File: src/rtl/kb_ctrl_pkg.sv
// rtl/kb_ctrl_pkg.sv - shared states and ASCII constants for kb_tx_ctrl
// KB_HEX_ECHO_EN adds the hex echo states HEX_HI, HEX_LO and SP.
package kb_ctrl_pkg;

  localparam logic [7:0] ASCII_CR = 8'h0D;
  localparam logic [7:0] ASCII_LF = 8'h0A;
  localparam logic [7:0] ASCII_SP = 8'h20;

  typedef enum logic [3:0] {
    IDLE,
    KB_POP,
    KB_CHAR,
    CR,
    LF,
    MSG
`ifdef KB_HEX_ECHO_EN
    ,
    HEX_HI,
    HEX_LO,
    SP
`endif
  } kb_state_e;

endpackage

File: src/rtl/hex_nibble2ascii.sv
// rtl/hex_nibble2ascii.sv - nibble to upper-case hex ASCII character
module hex_nibble2ascii (
  input  logic [3:0] nibble,
  output logic [7:0] ascii
);

  always_comb begin
    if (nibble < 4'd10) ascii = 8'h30 + {4'h0, nibble};
    else                ascii = 8'h37 + {4'h0, nibble};
  end

endmodule

File: src/rtl/kb_tx_ctrl.sv
// rtl/kb_tx_ctrl.sv - arbitrates keyboard echo and message bytes onto the UART TX FIFO
// KB_HEX_ECHO_EN echoes each scan code as two hex digits plus a space instead of ASCII.
module kb_tx_ctrl
  import kb_ctrl_pkg::*;
#(
  parameter logic [7:0] ENTER_CODE = 8'h5A,
  parameter int         MAX_BURST  = 4
) (
  input  logic       clk,
  input  logic       reset,
  input  logic       kb_buf_empty,
  input  logic [7:0] key_code,
  input  logic [7:0] ascii_code,
  output logic       rd_key_code,
  input  logic       msg_req,
  input  logic       msg_last,
  input  logic [7:0] msg_data,
  output logic       msg_ack,
  input  logic       tx_full,
  output logic       wr_uart,
  output logic [7:0] w_data
);

  localparam int            BW        = (MAX_BURST < 2) ? 1 : $clog2(MAX_BURST + 1);
  localparam logic [BW-1:0] BURST_MAX = BW'(MAX_BURST);

  kb_state_e     state, state_next;
  logic [7:0]    code_q;
  logic [BW-1:0] burst_q;
  logic          staged_q;
  logic          kb_sel, key_done, pkt_done, msg_capture;
  logic          wdata_load;
  logic [7:0]    wdata_next;

`ifdef KB_HEX_ECHO_EN
  logic [3:0] hex_nibble;
  logic [7:0] hex_ascii;

  // High nibble comes straight from the FIFO head while popping, low nibble from the latch.
  assign hex_nibble = (state == KB_POP) ? key_code[7:4] : code_q[3:0];

  hex_nibble2ascii u_hex (
    .nibble (hex_nibble),
    .ascii  (hex_ascii)
  );
`endif

  always_ff @(posedge clk or posedge reset) begin
    if (reset) begin
      state    <= IDLE;
      code_q   <= 8'h00;
      burst_q  <= '0;
      staged_q <= 1'b0;
      w_data   <= 8'h00;
    end else begin
      state    <= state_next;
      // A message byte is only written once it has sat in w_data for a cycle.
      staged_q <= msg_capture & msg_req;
      if (rd_key_code) code_q <= key_code;
      if (wdata_load)  w_data <= wdata_next;
      if (pkt_done)
        burst_q <= '0;
      else if (key_done && msg_req && (burst_q < BURST_MAX))
        burst_q <= burst_q + BW'(1);
    end
  end

  always_comb begin
    state_next  = state;
    rd_key_code = 1'b0;
    wr_uart     = 1'b0;
    msg_ack     = 1'b0;
    key_done    = 1'b0;
    pkt_done    = 1'b0;
    msg_capture = 1'b0;
    wdata_load  = 1'b0;
    wdata_next  = 8'h00;
    kb_sel      = !kb_buf_empty && (!msg_req || (burst_q < BURST_MAX));

    case (state)
      IDLE: begin
        if (kb_sel) begin
          state_next = KB_POP;
        end else if (msg_req) begin
          state_next  = MSG;
          msg_capture = 1'b1;
          wdata_load  = 1'b1;
          wdata_next  = msg_data;
        end
      end

      KB_POP: begin
        rd_key_code = 1'b1;
        wdata_load  = 1'b1;
`ifdef KB_HEX_ECHO_EN
        state_next  = HEX_HI;
        wdata_next  = hex_ascii;
`else
        state_next  = KB_CHAR;
        wdata_next  = ascii_code;
`endif
      end

`ifdef KB_HEX_ECHO_EN
      HEX_HI: begin
        if (!tx_full) begin
          wr_uart    = 1'b1;
          state_next = HEX_LO;
          wdata_load = 1'b1;
          wdata_next = hex_ascii;
        end
      end

      HEX_LO: begin
        if (!tx_full) begin
          wr_uart    = 1'b1;
          state_next = SP;
          wdata_load = 1'b1;
          wdata_next = ASCII_SP;
        end
      end

      SP: begin
        if (!tx_full) begin
          wr_uart = 1'b1;
          if (code_q == ENTER_CODE) begin
            state_next = CR;
            wdata_load = 1'b1;
            wdata_next = ASCII_CR;
          end else begin
            state_next = IDLE;
            key_done   = 1'b1;
          end
        end
      end
`else
      KB_CHAR: begin
        if (!tx_full) begin
          wr_uart = 1'b1;
          if (code_q == ENTER_CODE) begin
            state_next = CR;
            wdata_load = 1'b1;
            wdata_next = ASCII_CR;
          end else begin
            state_next = IDLE;
            key_done   = 1'b1;
          end
        end
      end
`endif

      CR: begin
        if (!tx_full) begin
          wr_uart    = 1'b1;
          state_next = LF;
          wdata_load = 1'b1;
          wdata_next = ASCII_LF;
        end
      end

      LF: begin
        if (!tx_full) begin
          wr_uart    = 1'b1;
          state_next = IDLE;
          key_done   = 1'b1;
        end
      end

      MSG: begin
        if (staged_q && msg_req && !tx_full) begin
          wr_uart = 1'b1;
          msg_ack = 1'b1;
          if (msg_last) begin
            state_next = IDLE;
            pkt_done   = 1'b1;
          end
        end else begin
          // Keep sampling the source so a stalled or withdrawn byte is re-staged fresh.
          msg_capture = 1'b1;
          wdata_load  = 1'b1;
          wdata_next  = msg_data;
        end
      end

      default: state_next = IDLE;
    endcase
  end

endmodule
File: config.mk
export PLATFORM = sky130hd
export DESIGN_NAME = kb_tx_ctrl
export DESIGN_NICKNAME = d
export VERILOG_FILES = /design/src/rtl/kb_ctrl_pkg.sv /design/src/rtl/hex_nibble2ascii.sv /design/src/rtl/kb_tx_ctrl.sv
export SDC_FILE = /design/constraint.sdc
export NUM_CORES = 1
export LEC_CHECK = 0
export ABC_AREA = 0
export BUFFER_PORTS_ARGS = -buffer_cell sky130_fd_sc_hd__buf_2
export CELL_PAD_IN_SITES_DETAIL_PLACEMENT = 1
export CELL_PAD_IN_SITES_GLOBAL_PLACEMENT = 1
export CORE_ASPECT_RATIO = 1.25
export CORE_UTILIZATION = 40
export DETAILED_ROUTE_END_ITERATION = 12
export PLACE_DENSITY = 0.86
export SYNTH_ARGS = -nofsm -noshare
export SYNTH_HDL_FRONTEND = slang
export SYNTH_SLANG_ARGS = --single-unit
File: constraint.sdc
create_clock -name clk -period 2.6 [get_ports clk]
set_input_delay 0.13 -clock clk [delete_from_list [all_inputs] [get_ports clk]]
set_output_delay 0.13 -clock clk [all_outputs]
set_load 0.03 [all_outputs]
## Word-level counts from Yosys, hierarchy flattened

Index checks and enable logic that the tools add are counted.

| word-level totals | value |
|---|---|
| register bits after elaboration | 24 |
| input bits | 30 |
| logic and storage cells | 69 |

| cells by class | value |
|---|---|
| add/sub/neg operators | 1 |
| order comparisons | 1 |
| eq/ne operators | 12 |
| mux-type cells | 36 |
| bitwise operators | 1 |
| reduce and logical (&&, ||, !) cells | 13 |

Operators by type and width:

| cell | number |
|---|---|
| 2-to-1 mux 4 bit | 10 |
| one-hot mux 8 bit (5 select lines) | 1 |
| 2-to-1 mux 8 bit | 3 |
| one-hot mux 4 bit (6 select lines) | 1 |
| 2-to-1 mux 1 bit | 14 |
| != test 2 bit (second input constant) | 5 |
| equality test 4 x 2 -> 1 bit (second input constant) | 2 |
| equality test 4 x 3 -> 1 bit (second input constant) | 2 |
| equality test 8 x 7 -> 1 bit (second input constant) | 1 |
| 2-to-1 mux 3 bit | 2 |
| one-hot mux 1 bit (2 select lines) | 3 |
| AND reduction 6 bit | 1 |
| logical AND 1 bit | 5 |
| one-hot mux 1 bit (5 select lines) | 1 |
| equality test 4 x 1 -> 1 bit (second input constant) | 1 |
| zero test 4 bit | 1 |
| adder 3 x 1 -> 3 bit (second input constant) | 1 |
| zero test 1 bit | 3 |
| < comparator 3 bit (second input constant) | 1 |
| != test 3 bit (second input constant) | 1 |
| OR reduction 3 bit | 1 |
| 2-to-1 mux 2 bit | 1 |
| nonzero test 2 bit | 1 |
| bitwise AND 1 bit | 1 |
| logical OR 1 bit | 1 |

## Depth between registers and ports, before layout

Gate-level depths: netlist (run 1).

| depth | value |
|---|---|
| depth in word-level cells | 8 |
| mapped depth | 8 |
| depth with buffers taken out | 5 |

## Least setup slack after synthesis (run 1)

No wires, ideal clock.

| timing | value |
|---|---|
| path type | register to register |
| start | reg state[2] |
| end | reg code_q[0] |
| library setup time | 0.125 ns |
| arrival time | 1.619 ns |
| data required time | 2.475 ns |
| setup slack | 0.856 ns |
| cell stages (with the launch flop) | 8 |
| buffers on the path | 3 |
| path through | dfrtp_1 -> buf_4 -> nand2b_1 -> or2_1 -> buf_4 -> inv_1 -> buf_4 -> mux2_2 |

| between the ends | value |
|---|---|
| longest elaborated chain between the ends | 2 |

Ends and longest elaborated chain:

| element | RTL line | text |
|---|---|---|
| from (decl) | kb_tx_ctrl.sv:27 | `kb_state_e state, state_next;` |
| from (signal assigned) | kb_tx_ctrl.sv:56 | `state <= state_next;` |
| equality test 4 x 1 -> 1 bit | kb_tx_ctrl.sv:80 | `case (state)` |
| 2-to-1 mux 1 bit | kb_tx_ctrl.sv:80 |  |
| named net rd_key_code | kb_tx_ctrl.sv:14 | `output logic rd_key_code,` |
| to (signal assigned) | kb_tx_ctrl.sv:59 | `if (rd_key_code) code_q <= key_code;` |
| to (decl) | kb_tx_ctrl.sv:28 | `logic [7:0] code_q;` |

The timed path passes the listed nets, and every way through them passes these cells.
A chain may end at the register's enable or synchronous reset.

## Worst setup path in the final report (run 1)

| timing | value |
|---|---|
| start | reg state[2] |
| end | out rd_key_code |

| between the ends | value |
|---|---|
| longest elaborated chain between the ends | 2 |

Ends and longest elaborated chain:

| element | RTL line |
|---|---|
| equality test 4 x 1 -> 1 bit | kb_tx_ctrl.sv:80 |
| 2-to-1 mux 1 bit | kb_tx_ctrl.sv:80 |
| to (decl) | kb_tx_ctrl.sv:14 |

No other way between the ends.

==> results of run 1 <==
==> metrics by stage <==
step                utilization  setup WS, ns  hold slack (ns)  total power, mW  area (um^2)
finish                    0.500         0.410          -0.0176             1.68         1490
detailed placement        0.492         0.652            0.365             1.53         1460
floorplan                     -         0.856            0.132             1.33         1260
CTS                       0.500         0.401           0.0149             1.69         1490
global placement          0.492         0.759            0.340             1.46         1460
global route              0.500         0.265           0.0358             1.81         1490
==> sequential cells by signal, summed over array words and instances (netlist names) <==
name / cells
state: 3
code_q: 8
w_data: 8
burst_q: 3
staged_q: 1
==> cell families after synthesis <==
group | count (synthesis)
AOI/OAI and AO/OA | 31
muxes | 10
adders and majority gates | 1
DFF | 23
buffers and inverters | 19
and+or+nand+nor | 38
==> final timing paths <==
| check | slack [ns] | from | to | depth (start not counted) |
|---|---|---|---|---|
| max | 0.41 | state[2] | rd_key_code | 4 |
| min | -0.02 | reset | w_data[6] | 2 |
| max reg2reg | 0.64 | state[2] | code_q[1] | 4 |
| min reg2reg | 0.51 | burst_q[0] | burst_q[0] | 1 |
| max in group asynchronous | 2.09 | reset | code_q[2] | 2 |
| min in group clk | 0.05 | key_code[2] | code_q[2] | 2 |
==> where the power goes <==
group	switching, mW	leakage (nW)	internal [mW]
combinational	0.525	0.429	0.348
sequential	0.123	0.279	0.517
clock	0.103	0.0150	0.0599
==> routing by layer <==
metal | GRT usage | vias to the layer above
met1 | 0.242 | 509
met4 | 0.0625 | 0
met3 | 0.0282 | 6
met5 | 0 | -
met2 | 0.393 | 38
li1 | - | 509
==> area by class of cell <==
cell class                      count  share of cell area
Clock buffer                        4              0.0177
Inverter                           13              0.0328
Multi-Input combinational cell     80               0.398
Sequential cell                    23               0.387
Tap cell                           36              0.0303
Timing Repair Buffer               40               0.135
==> critical path, cell delays in order (launching register included) <==
cell and delay [ns]:
dfrtp_1 0.51, nand2b_1 0.23, or2_1 0.37, inv_1 0.37
buf_2 0.28
==> cells in the final DEF (no fill, tap or decap) <==
cell type,synthesis,layout
o21bai_1,1,1
clkbuf_1,1,1
a211oi_1,1,1
o32a_4,1,1
mux2i_1,2,2
or3_1,3,3
nor2b_1,2,2
dfrtp_1,23,23
o21ai_0,6,6
o211ai_1,2,2
nor3_1,3,3
a21o_1,1,1
inv_1,13,13
ha_1,1,1
a31oi_1,2,2
nor2_1,3,3
o311ai_4,1,1
and4bb_2,2,2
o2111ai_1,2,2
a32oi_1,1,1
and3b_1,1,1
a21boi_0,2,2
a21oi_1,5,5
or2_1,2,2
a22oi_1,4,4
nand2b_1,4,4
nand2_1,14,14
nand4_1,2,2
nand3_1,1,1
clkbuf_4,0,3
nand3b_1,1,1
o32a_1,1,1
o32ai_4,1,1
mux2_2,8,8
buf_2,1,40
==> impl_metrics.csv, run 1 <==
group,metric,value,unit
sta,final_hold_viol_count,23,
sta,clock_skew,0.00276,ns
synth,yosys.area.top_type_share,0.457,
synth,synth-simple-area-share,0.164,
synth,synth_common_cells,"dfrtp_1 (23), nand2_1 (14), inv_1 (13)",
cts,clock_path_buffers,2,
sta,relSlewSlack,0.419,
global_route,grt_pass1_wl,5310,um
sta,hold_slack,-0.0176,ns
drt,drt_wl_total,3200,um
cts,clockRootBuffer,"clkbuf_4",
hold_path,hold_path.class,"primary input to asynchronous set/reset pin",
drt,dr_wl_met3,198,um
synth,syn_avg_cell_area,10.3,um^2
synth,syn_nets,153,
cts,cts_tree,"done",
cts,cts_sinks,23,
synth,post-synth-top-count-cell,"dfrtp_1",
synth,yosysTopAreaCell,"dfrtp_1",
drt,drt_iter0_markers,3,
global_route,grt_remaining_overflow,0,
finish,diodes,0,
sta,fmax,0.457,GHz
drt,wl_met2,1670,um
run,drv_cap,0,
drt,drt_pass1_iterations,4,
finish,final_cells,196,
floorplan,coreArea,2970,um^2
pwr,p_per_area,1130,nW/um^2
synth,synth_warnings,0,
placed_design,place_congestion,0.865,
floorplan,die_y,64.7,um
cts,cts.clk_slew.worst_paths,0.12,ns
synth,synthTopCellsByArea,"dfrtp_1 (46%), mux2_2 (7.2%), nand2_1 (4.2%), inv_1 (3.9%), o21ai_0 (2.4%)",
drt,highest_layer,"met4",
drt,wl_per_cell,16.3,um
placed_design,io_buffer_count,40,
cts,cts.repair.resized,0,
finish,drive_gt1_frac,0.350,
setup_path,cp-start-kind,"register",
sta,setup-violations-final,0,
sta,fin_crit,2.19,ns
synth,synth_fa_ha_area_frac,0.00994,
finish,fillers,372,
synth,synth_cells,122,
cts,cts_buffers,3,
synth,synth-async-reset-ratio,1.00,
sta,worstMarginPinSlew,0.870,ns
finish,syn_to_final_growth,18.2,%
sta,fin_tns_setup,0,ns
synth,synth_top_family_by_area,"compound AO/OA/AOI/OAI gates",
synth,ys_seq_area_frac,0.457,
drt,vias,1062,
synth,yosysUniqueCellTypes,36,
global_route,antenna_found_initial,0,
placed_design,dp_hpwl,2590,um
floorplan,ios,41,
placed_design,dp.cells,192,
setup_path,arrival,2.06,ns
cts,insertion_delay,0.31,ns
cts,cts_hold_buf,0,
setup_path,required,2.47,ns
sta,rsz0062_at_grt,"false",
finish,final-seq-area,576,um^2
global_route,grt_max_degree,24,
floorplan,die_area,3380,um^2
drt,m1WireLength,1280,um
global_route,grt.total_usage,0.211,
floorplan,initial_core_util,0.423,
drt,ant_nets,0,
finish,multiInputGateArea,592,um^2
setup_path,path_class,"register to output port",
global_route,grt_pass1_vias,1130,
sta,period_share,0.842,
pwr,p_leak,0.723,nW
setup_path,cp_max_fo,11,
synth,syn-cell-area,1260,um^2
run_status,failed_checks,"negative hold slack",
finish,num-nets-final,192,
synth,synth-compound-area-share,0.209,
synth,synthFlopType,"dfrtp_1",
run_status,status,"finished with violations",
floorplan,die_x,52.2,um
pwr,ir_drop,0.000508,V
drt,drc,0,
sta,maxSlewViolCount,0,
cts,cts_setup_buffers,0,
setup_path,critPathCaptureType,"output port",
floorplan,placementRows,22,
synth,synth_mux_area_frac,0.0875,
cts,htreeDepth,1,
drt,viasPerCell,5.42,
synth,yosys_register_bits,23,
synth,synth_edf_count,0,
synth,synth-xor-area-share,0,
(Power assumes the default switching activity.)
==> run 2, diff against run 1 <==
--- a/config.mk
+++ b/config.mk
@@ -5,14 +5,14 @@
 export SDC_FILE = /design/constraint.sdc
 export NUM_CORES = 1
 export LEC_CHECK = 0
-export ABC_AREA = 0
+export ABC_AREA = 1
 export BUFFER_PORTS_ARGS = -buffer_cell sky130_fd_sc_hd__buf_2
 export CELL_PAD_IN_SITES_DETAIL_PLACEMENT = 1
 export CELL_PAD_IN_SITES_GLOBAL_PLACEMENT = 1
 export CORE_ASPECT_RATIO = 1.25
-export CORE_UTILIZATION = 40
+export CORE_UTILIZATION = 31
 export DETAILED_ROUTE_END_ITERATION = 12
-export PLACE_DENSITY = 0.86
+export PLACE_DENSITY = 0.76
 export SYNTH_ARGS = -nofsm -noshare
 export SYNTH_HDL_FRONTEND = slang
 export SYNTH_SLANG_ARGS = --single-unit
==> constraint.sdc (replaced) <==
create_clock -name clk -period 2 [get_ports clk]
set_input_delay 0.1 -clock clk [delete_from_list [all_inputs] [get_ports clk]]
set_output_delay 0.1 -clock clk [all_outputs]
set_load 0.03 [all_outputs]
==> impl_metrics.csv, run 2 <==
group,metric,value,unit
setup_path,critPathCaptureType,"output port",
finish,drive_gt1_frac,0.317,
synth,yosysTopAreaCell,"dfrtp_1",
setup_path,slowest_delay,0.42,ns
floorplan,coreArea,3780,um^2
synth,yosysUniqueCellTypes,19,
synth,syn-cell-area,1240,um^2
synth,post-synth-top-count-cell,"nand2_1",
finish,final_common_cell,"nand2_1",
run_status,status,"finished, final reports clean",
drt,drc,0,
pwr,p_leak,0.872,nW
setup_path,cp-start-kind,"register",
global_route,grt_pass1_vias,1248,
floorplan,initial_core_util,0.327,
cts,cts_buffers,3,
sta,period_share,0.817,
floorplan,placementRows,25,
pwr,total_power,2.20,mW
placed_design,place_congestion,0.823,
setup_path,arrival,1.53,ns
drt,drt_pass1_iterations,4,
cts,insertion_delay,0.27,ns
drt,viasPerCell,4.50,
cts,cts_setup_buffers,0,
sta,clock_skew,0.00113,ns
finish,diodes,0,
floorplan,die_y,72.6,um
setup_path,crit_path_cell_trace,"nor2_2 -> nand2_2 -> inv_2 -> buf_2",
setup_path,r2r_setup_slack,0.59,ns
placed_design,io_buffer_count,40,
run,drv_cap,0,
global_route,grt_remaining_overflow,0,
sta,final_hold_viol_count,0,
synth,synthTopCellsByArea,"dfrtp_1 (47%), nand2_1 (16%), nand3_1 (6.1%), o21ai_0 (4.5%), nor2_1 (3.9%)",
finish,num-nets-final,237,
sta,setup-violations-final,0,
drt,ant_nets,0,
cts,clockRootBuffer,"clkbuf_8",
sta,rsz0062_at_grt,"false",
setup_path,path_class,"register to output port",
setup_path,worst-path-buf-inv,2,
pwr,p_per_area,1430,nW/um^2
cts,cts_tree,"done",
placed_design,dp_hpwl,2400,um
synth,yosys_register_bits,23,
hold_path,hold_path.class,"primary input to register",
cts,clock_path_buffers,2,
synth,synth_cells,162,
synth,synthFlopType,"dfrtp_1",
cts,cts.repair.resized,0,
cts,cts.clk_slew.worst_paths,0.09,ns
drt,vias,1166,
global_route,grt_max_degree,24,
drt,drt_iter0_markers,34,
pwr,ir_drop,0.000504,V
synth,yosys.area.top_type_share,0.466,
drt,drt_wl_total,3090,um
cts,cts_sinks,23,
setup_path,slowest_stage,"dfrtp_1",
global_route,grt_pass1_wl,5480,um
sta,fmax,0.612,GHz
sta,maxSlewViolCount,0,
cts,htreeDepth,1,
synth,synth_edf_count,0,
synth,synth_warnings,0,
synth,syn_avg_cell_area,7.63,um^2
floorplan,die_area,4250,um^2
cts,cts_hold_buf,1,
sta,fin_tns_setup,0,ns
finish,syn_to_final_growth,24.6,%
floorplan,ios,41,
synth,synth_common_cells,"nand2_1 (54), dfrtp_1 (23), nand3_1 (15)",
setup_path,cp_max_fo,22,
global_route,grt.total_usage,0.170,
sta,fin_crit,1.63,ns
finish,reg.largest.list,"code_q (8), w_data (8)",
synth,synth-async-reset-ratio,1.00,
setup_path,cp_top_family,"buffers and inverters",
sta,relSlewSlack,0.772,
sta,worstMarginPinSlew,0.341,ns
global_route,antenna_found_initial,0,
finish,layout_common_cells,"nand2_1 (54), buf_2 (40), dfrtp_1 (23), nand3_1 (15), nor2_1 (13)",
setup_path,required,1.90,ns
synth,syn_nets,193,
floorplan,die_x,58.5,um
synth,ys_seq_area_frac,0.466,
drt,wl_per_cell,11.9,um
-- run 2: cell type report --
type	instances	area (um^2)
clock buffers	3	41.3
fillers	501	2240
flip-flops and latches	23	576
multi-input cells	117	562
inverters	19	71.3
repair buffers	42	218
well taps	54	67.6
clock inverters	1	5.00
-- run 2: metal layers --
metal | track usage | vias up | wire length [um]
li1 | - | 595 | -
met3 | 0.0213 | 5 | 63
met2 | 0.300 | 17 | 1650
met1 | 0.210 | 549 | 1320
met4 | 0.0635 | 0 | 46
met5 | 0 | - | 0
-- run 2: stage by stage --
step                      setup slack, ns  utilization  area (um^2)  hold slack (ns)  std cells
final                               0.365        0.407         1540           0.0176        259
after global placement              0.648        0.392         1480            0.158        254
after CTS                           0.342        0.407         1540           0.0155        259
after global routing                0.197        0.407         1540           0.0236        259
after detailed placement            0.586        0.392         1480            0.175        254
after floorplan                     0.562            -         1240            0.102        162
-- run 2: worst paths after layout --
path / from / end / cells past startpoint
worst max-delay path: state[1] / rd_key_code / 4
min in group asynchronous: reset / code_q[7] / 4
worst max register to register: state[0] / w_data[7] / 8
worst min register to register: code_q[3] / code_q[3] / 2
max in group asynchronous: reset / burst_q[2] / 4
worst min-delay path: key_code[4] / code_q[4] / 3
-- run 2: logic make-up after synthesis --
logic type	count (synthesis)	synth area share
AOI/OAI and AO/OA	22	0.111
DFF	23	0.466
adders and majority gates	1	0.0101
buffers and inverters	22	0.0800
and+or+nand+nor	94	0.333
-- run 2: report_power, final --
part           switching [mW]  internal (mW)
registers               0.111          0.676
logic                   0.760          0.349
clock network           0.161          0.140
-- run 2: tightest hold or removal path: cells and delay by family --
| family | cells | cell delay (ns) |
|---|---|---|
| buffers and inverters | 1 | 0.07 |
| AND/OR/NAND/NOR | 2 | 0.08 |
==> run 3, diff against run 2 <==
--- a/config.mk
+++ b/config.mk
@@ -10,9 +10,9 @@
 export CELL_PAD_IN_SITES_DETAIL_PLACEMENT = 1
 export CELL_PAD_IN_SITES_GLOBAL_PLACEMENT = 1
 export CORE_ASPECT_RATIO = 1.25
-export CORE_UTILIZATION = 31
+export CORE_UTILIZATION = 35
 export DETAILED_ROUTE_END_ITERATION = 12
-export PLACE_DENSITY = 0.76
+export PLACE_DENSITY = 0.81
 export SYNTH_ARGS = -nofsm -noshare
 export SYNTH_HDL_FRONTEND = slang
 export SYNTH_SLANG_ARGS = --single-unit
==> constraint.sdc (replaced) <==
create_clock -name clk -period 1.6 [get_ports clk]
set_input_delay 0.08 -clock clk [delete_from_list [all_inputs] [get_ports clk]]
set_output_delay 0.08 -clock clk [all_outputs]
set_load 0.03 [all_outputs]
==> impl_metrics.csv, run 3 (same netlist as run 2, synthesis figures left out) <==
group,metric,value,unit
run_status,status,"finished, final reports clean",
setup_path,critPathCaptureType,"output port",
setup_path,cp_max_fo,22,
pwr,p_clk_frac,0.129,
floorplan,die_x,55.2,um
pwr,pwr-share-comb,0.509,
setup_path,cp-startpoint,"state[0]",
sta,fmax,0.665,GHz
setup_path,crit_path_cell_trace,"inv_2 -> nor2_2 -> nand2_2 -> inv_6 -> buf_2",
setup_path,cp_top_family,"buffers and inverters",
floorplan,die_area,3780,um^2
floorplan,ios,41,
sta,setup-violations-final,0,
sta,final_hold_viol_count,0,
setup_path,r2r_end,"w_data[7]",
setup_path,reg2reg_depth,8,
floorplan,coreArea,3280,um^2
pwr,p_leak,0.868,nW
hold_path,hold_path.class,"primary input to register",
finish,fillers,439,
drt,drt_iter0_markers,29,
finish,syn_to_final_growth,23.2,%
setup_path,crit_path_end,"rd_key_code",
finish,reg.largest.list,"code_q (8), w_data (8)",
setup_path,slowest_stage,"dfrtp_1",
cts,cts_setup_buffers,0,
finish,layout_common_cells,"nand2_1 (54), buf_2 (40), dfrtp_1 (23), nand3_1 (15), nor2_1 (13)",
placed_design,dp.cells,237,
cts,cts_tree,"done",
cts,cts_buffers,3,
global_route,met2_usage,0.363,
sta,maxSlewViolCount,0,
global_route,grt_pass1_wl,5220,um
pwr,seqPwrFrac,0.362,
sta,rsz0062_at_grt,"false",
drt,vias,1172,
sta,worstMarginPinSlew,0.296,ns
cts,cts.clk_slew.worst_paths,0.08,ns
sta,period_share,0.939,
finish,diodes,0,
sta,relSlewSlack,0.803,
floorplan,placementRows,23,
pwr,switchingPower,1.27,mW
sta,fin_tns_setup,0,ns
setup_path,reg2reg_from,"state[0]",
setup_path,r2r_setup_slack,0.15,ns
setup_path,arrival,1.42,ns
drt,wl_per_cell,13.0,um
finish,num-nets-final,237,
placed_design,dp_hpwl,2480,um
sta,fin_crit,1.50,ns
drt,ant_nets,0,
placed_design,place_congestion,0.819,
cts,cts_sinks,23,
cts,clock_path_buffers,2,
run,drv_cap,0,
pwr,swShare,0.465,
pwr,ir_drop,0.000898,V
setup_path,crit_cells,5,
sta,clock_skew,0.00158,ns
floorplan,initial_core_util,0.377,
sta,hold_slack,0.0112,ns
global_route,met1_usage,0.222,
pwr,total_power,2.74,mW
drt,viasPerCell,4.84,
setup_path,path_class,"register to output port",
cts,htreeDepth,1,
finish,drive_gt1_frac,0.312,
global_route,grt_pass1_vias,1254,
global_route,antenna_found_initial,0,
finish,final_cells,242,
global_route,grt_most_used_layer,"met2",
drt,drt_pass1_iterations,3,
setup_path,worst-path-buf-inv,3,
setup_path,slowest_delay,0.41,ns
global_route,grt.total_usage,0.195,
setup_path,required,1.52,ns
floorplan,die_y,68.4,um
pwr,power.internal,1.46,mW
finish,final-seq-area,576,um^2
cts,insertion_delay,0.26,ns
global_route,met3_usage,0.0333,
pwr,p_per_area,1800,nW/um^2
placed_design,io_buffer_count,40,
finish,multiInputGateArea,562,um^2
drt,drc,0,
finish,final_common_cell,"nand2_1",
global_route,grt_max_degree,24,
cts,clockRootBuffer,"clkbuf_8",
global_route,grt_remaining_overflow,0,
setup_path,cp-start-kind,"register",
drt,drt_wl_total,3140,um
==> run 3: cell types whose count changed in the layout (fill, tap and decap cells not counted), sizes merged <==
cell and change:
clkinv -1, clkbuf +1
==> run 3: what timing repair did <==
action,CTS,global route
hold endpoints to repair,23,0
cloned,0,0
gates resized for setup,1,1
hold buffers,1,0
endpoints found under the setup margin,1,1
==> run 3: worst min path at each step <==
stage / startpoint / cells past startpoint / to
final: key_code[6] / 3 / code_q[6]
after global routing: key_code[1] / 3 / code_q[1]
after global placement: reset / 3 / code_q[7]
after floorplan: reset / 1 / burst_q[0]
after CTS: key_code[6] / 3 / code_q[6]
after detailed placement: reset / 3 / code_q[7]
==> run 3: layer usage <==
metal | wire [um] | part of all wire | vias to the layer above
met3 | 92 | 0.029 | 2
met1 | 1270 | 0.40 | 558
met5 | 0 | 0 | -
met2 | 1760 | 0.56 | 20
met4 | 19 | 0.0060 | 0
li1 | - | - | 592
==> run 3: worst register-to-register path: stages (launching register included) <==
cell and delay, ns:
dfrtp_1 0.42, inv_2 0.12, nand2_1 0.07, nor2_2 0.11, nand2_2 0.10, o21ai_4 0.27
nor2_4 0.10, nand3_1 0.09, nand2_1 0.05
==> run 3: layout make-up <==
| type | count | share of cell area |
|---|---|---|
| clock buffers | 4 | 0.0296 |
| inverters | 19 | 0.0501 |
| multi-input cells | 117 | 0.369 |
| flip-flops and latches | 23 | 0.378 |
| well taps | 37 | 0.0304 |
| repair buffers | 42 | 0.143 |
==> run 3: power by group through the flow <==
stage	registers (mW)	clock network, mW	logic (mW)
6_report	0.991	0.353	1.39
5_1_grt	1.03	0.391	1.59
4_1_cts	0.994	0.370	1.41
3_5_place_dp	1.00	0	1.39
3_3_place_gp	0.986	0	1.33
2_1_floorplan	1.17	0	0.867
==> run 3: metrics by stage <==
step                       util  cell area, um^2  setup WS (ns)
final                     0.464             1520         0.0969
after global routing      0.464             1520        0.00546
after CTS                 0.463             1520         0.0481
after detailed placement  0.446             1460          0.184
after global placement    0.446             1460          0.270
after floorplan               -             1240          0.182
